File: config.mk
export PLATFORM = sky130hd
export DESIGN_NAME = mux8_rr_arbiter
export DESIGN_NICKNAME = d
export VERILOG_FILES = /design/src/rtl/mux8_rr_arbiter.sv
export SDC_FILE = /design/constraint.sdc
export NUM_CORES = 1
export LEC_CHECK = 0
export ABC_AREA = 1
export BUFFER_PORTS_ARGS = -buffer_cell sky130_fd_sc_hd__buf_2
export CORE_ASPECT_RATIO = 1.5
export CORE_MARGIN = 3
export CORE_UTILIZATION = 45
export CTS_CLUSTER_SIZE = 20
export DETAILED_ROUTE_END_ITERATION = 10
export GPL_ROUTABILITY_DRIVEN = 0
export HOLD_SLACK_MARGIN = 0.12
export PLACE_DENSITY = 0.65
export SLEW_MARGIN = 30
export SYNTH_ARGS = -nofsm -noshare
export SYNTH_HDL_FRONTEND = slang
export SYNTH_SLANG_ARGS = --single-unit
export TNS_END_PERCENT = 10
File: constraint.sdc
create_clock -name clk -period 2.45 [get_ports clk]
set_input_delay 0 -clock clk [delete_from_list [all_inputs] [get_ports clk]]
set_output_delay 0 -clock clk [all_outputs]
set_load 0.01 [all_outputs]
File: src/rtl/mux8_rr_arbiter.sv
// Round-robin owner arbitration for the shared 8:1 4-bit mux channel.
// Grants are held up to HOLD_MAX cycles, then rotate with no idle gap.
module mux8_rr_arbiter #(
  parameter int HOLD_MAX = 4
) (
  input  logic       clk,
  input  logic       rst,
  input  logic [7:0] req,
  output logic [7:0] grant,
  output logic       sel0,
  output logic       sel1,
  output logic       sel2,
  output logic       enable,
  output logic       rel
);

  typedef enum logic {
    IDLE,
    GRANT
  } st_t;

  localparam logic [3:0] HMAX = 4'(HOLD_MAX);

  st_t        st, st_n;
  logic [2:0] ptr, ptr_n;
  logic [2:0] cur, cur_n;
  logic [3:0] cnt, cnt_n;
  logic [7:0] grant_n;
  logic [2:0] sel, sel_n;
  logic       en_n;
  logic       rel_n;
  logic       rls;

  function automatic logic [2:0] pick(
    input logic [2:0] p,
    input logic [7:0] r
  );
    logic [2:0] idx;
    logic       found;
    pick  = p;
    found = 1'b0;
    for (int i = 0; i < 8; i++) begin
      idx = p + 3'(i);
      if (!found && r[idx]) begin
        pick  = idx;
        found = 1'b1;
      end
    end
  endfunction

  assign rls = !req[cur] || (cnt == HMAX);

  // state and registered mux controls
  always_ff @(posedge clk) begin
    if (rst) begin
      st     <= IDLE;
      ptr    <= '0;
      cur    <= '0;
      cnt    <= '0;
      grant  <= '0;
      sel    <= '0;
      enable <= 1'b0;
      rel    <= 1'b0;
    end else begin
      st     <= st_n;
      ptr    <= ptr_n;
      cur    <= cur_n;
      cnt    <= cnt_n;
      grant  <= grant_n;
      sel    <= sel_n;
      enable <= en_n;
      rel    <= rel_n;
    end
  end

  // next owner selection, hold counting and release pulse
  always_comb begin
    st_n    = st;
    ptr_n   = ptr;
    cur_n   = cur;
    cnt_n   = cnt;
    grant_n = grant;
    sel_n   = sel;
    en_n    = enable;
    rel_n   = 1'b0;
    unique case (st)
      IDLE: begin
        grant_n = '0;
        sel_n   = '0;
        en_n    = 1'b0;
        if (req != 8'h00) begin
          cur_n   = pick(ptr, req);
          cnt_n   = 4'd1;
          st_n    = GRANT;
          grant_n = 8'h01 << cur_n;
          sel_n   = cur_n;
          en_n    = 1'b1;
        end
      end
      GRANT: begin
        if (!rls) begin
          cnt_n = cnt + 4'd1;
        end else begin
          ptr_n = cur + 3'd1;
          rel_n = 1'b1;
          if (req != 8'h00) begin
            cur_n   = pick(cur + 3'd1, req);
            cnt_n   = 4'd1;
            grant_n = 8'h01 << cur_n;
            sel_n   = cur_n;
            en_n    = 1'b1;
          end else begin
            st_n    = IDLE;
            cnt_n   = '0;
            grant_n = '0;
            sel_n   = '0;
            en_n    = 1'b0;
          end
        end
      end
      default: st_n = IDLE;
    endcase
  end

  assign sel0 = sel[0];
  assign sel1 = sel[1];
  assign sel2 = sel[2];

endmodule

==> flow_summary.ini <==
[yosys]
ys_warn_count = 0
synth-compound-area-share_pct = 10.1
synthesis.nets = 551
synth_top_family_by_area = simple AND/OR/NAND/NOR gates
syn_inst = 535
synth.area.mux_share_pct = 0
yosysSeqAreaShare_pct = 16.1
avgSynthCellArea_um2 = 5.57
synthDistinctLibCells = 40
synth_ff_type = dfxtp_1
synth_xor_xnor_area_share_pct = 1.18
synth-edff-count = 0
async_flop_share_pct = 0
syn_area_um2 = 2980
synthSimpleGateAreaFrac_pct = 58.1
ys_ff_latch = 24
synthAdderAreaFrac_pct = 2.52

[drt]
drt_first_iter_violations = 154
route.detailed.drc = 0
avgViaCountPerCell = 5.22
dr.pass1.iters = 4
ant_nets = 0
post_drt_wl_per_cell_um = 12.7
routed_wirelength_mm = 8.71
vias = 3583

[place]
dp.final_hpwl_mm = 6.78
port_buffers = 22

[power_and_ir_drop]
peakVddDrop_uv = 792
leakage_nw = 2.11
power_density_nw_per_um2 = 1660
power_mw = 6.49

[layout]
nFillCells = 595
final_common_cell = nand2_1
mostFrequentLayoutCells = nand2_1, nand3_1, buf_4
drive_above_1_share_pct = 30.7
nets = 631
diodes = 0
synthToLayoutAreaGrowth_pct = 31.1

[timing]
fin_skew_ns = 0.00203
fmax_mhz = 377
period_minus_slack_ns = 2.65
rsz0062_at_grt = true
finalHoldViolations = 0
fin_ws_ns = -0.204
worst_pin_slew_ns = 0.618
finalSetupViolCount = 14
finalCritPeriodShare_pct = 108
fin_setup_tns_ns = -1.75
drv_slew = 0
max_slew_margin_pct = 58.7

[global_routing]
groute.usage.overall_pct = 23.3
grt_remaining_overflow = 0
grt_antenna_before_repair = 0
grt_pass1_vias = 3385
grt_max_degree = 20
grt_pass1_wl_mm = 14.7

[worst_setup_path]
critPathMaxFanout = 7
crit_buf_inv = 7
crit_type = reg -> reg
required_ns = 2.61
max_stage_delay_ns = 0.35
arrival_ns = 2.81
crit_family = simple AND/OR/NAND/NOR gates
end_kind = flip-flop
cp_slowest_cell = dfxtp_2
worst_setup_path_start_kind = flip-flop

[run]
maxCapViolations = 0

[clock_tree]
tritoncts = built
htreeDepth = 1
clock_path_buffers = 2
path_clk_slew_ns = 0.08
cts_made_buffers = 3
numClockSinks = 24
cts-root-buf = clkbuf_8
insertion_delay_ns = 0.26

[floorplan]
die_x_um = 72.4
initial_utilization_pct = 47.6
io-pin-count = 23
die_area_um2 = 7650
rows = 35
coreArea_um2 = 6260
die-height_um = 106

[run_status]
status = finished with violations
violations = setup timing

[hold_path]
hold_path.class = reg -> reg
-- area by class of cell --
class	count	area (µm²)	area share, %
repair buffers	89	634	16.2
well taps	74	92.6	2.37
flip-flops and latches	24	487	12.5
inverters	65	254	6.50
multi-input cells	432	2400	61.4
clock buffers	3	41.3	1.06
-- final timing paths --
path	start	endpoint	slack, ns	depth (start not counted)
max	cur[0]$_SDFFE_PP0P_	cur[2]$_SDFFE_PP0P_	-0.20	26
min reg2reg	sel[1]$_SDFFE_PP0P_	sel[1]$_SDFFE_PP0P_	0.47	2
max reg2reg	cur[0]$_SDFFE_PP0P_	cur[2]$_SDFFE_PP0P_	-0.20	26
min	sel[1]$_SDFFE_PP0P_	sel[1]$_SDFFE_PP0P_	0.47	2
-- state kept, by name, indices dropped and copies added (netlist names) --
name	flops
cur	3
enable	1
st	1
grant	8
rel	1
sel	3
ptr	3
cnt	4
-- what timing repair did --
action	CTS	global route
hold buffers	1	0
gates resized for setup	44	26
pin swaps	15	22
gates cloned	0	0
hold endpoints to repair	10	0
setup endpoints to repair	14	14
setup buffers	9	1
-- cell usage after synthesis, types with 2 or more instances --
master	instances	area share [%]
nand2_1	199	25
nand3_1	76	13
inv_1	57	7.2
nor2_1	43	5.4
dfxtp_1	24	16
a21oi_1	21	3.5
nand2_2	20	4.2
o21ai_0	20	3.4
nand4_1	8	1.7
ha_1	6	2.5
inv_2	6	0.76
buf_6	5	1.9
nand3_2	5	1.7
buf_4	4	1.0
nand2_4	4	1.5
o21ai_1	4	0.67
buf_2	3	0.50
clkbuf_1	2	0.25
nand4_2	2	0.84
nor2_2	2	0.42
nor2_8	2	1.3
o21ai_2	2	0.59
xnor2_1	2	0.59
xor2_1	2	0.59
-- metal layers --
metal	track usage, %	share of wire (%)
met5	0	0
met4	10.4	4.1
met3	1.05	3.5
met2	42.6	51
met1	27.0	41
-- worst reg2reg max path, stage by stage (launching register included) --
cell	delay (ns)
dfxtp_2	0.35
inv_2	0.05
ha_4	0.32
inv_6	0.07
nand2_4	0.06
nand2_4	0.08
buf_6	0.12
nand2_2	0.05
nand2_1	0.04
nand2_1	0.06
nand2_2	0.07
buf_4	0.13
buf_4	0.13
nand3_4	0.06
inv_2	0.04
nand2_1	0.05
nand3_1	0.07
nand2_1	0.09
nand2_1	0.06
nand2_1	0.09
nand2_2	0.08
nand2_2	0.08
nand2_4	0.08
nand2_2	0.07
nand2_2	0.06
o21ai_1	0.14
inv_1	0.05
-- per-stage QoR --
step	worst slack (ns)	util, %	area, µm²	instances	hold WS, ns
floorplan	0.00184	-	3000	535	0.0809
global placement	-0.188	56.0	3510	673	0.346
detailed placement	-0.240	56.0	3510	673	0.347
CTS	-0.0967	60.7	3800	686	0.466
global route	-0.401	62.4	3910	687	0.499
finish	-0.204	62.4	3910	687	0.468
-- cell families after synthesis --
| family | after synthesis |
|---|---|
| AO/OA/AOI/OAI | 54 |
| XOR/XNOR | 4 |
| adder cells (fa/ha/maj) | 6 |
| buffers and inverters | 79 |
| flip-flops | 24 |
| AND/OR/NAND/NOR | 368 |
-- power breakdown --
group / total (mW) / switching [mW] / internal, mW
clock: 0.225 / 0.115 / 0.110
sequential: 0.582 / 0.0799 / 0.502
combinational: 5.69 / 3.42 / 2.27
total: 6.49 / 3.61 / 2.88
Power figures use the tool's default switching activity.
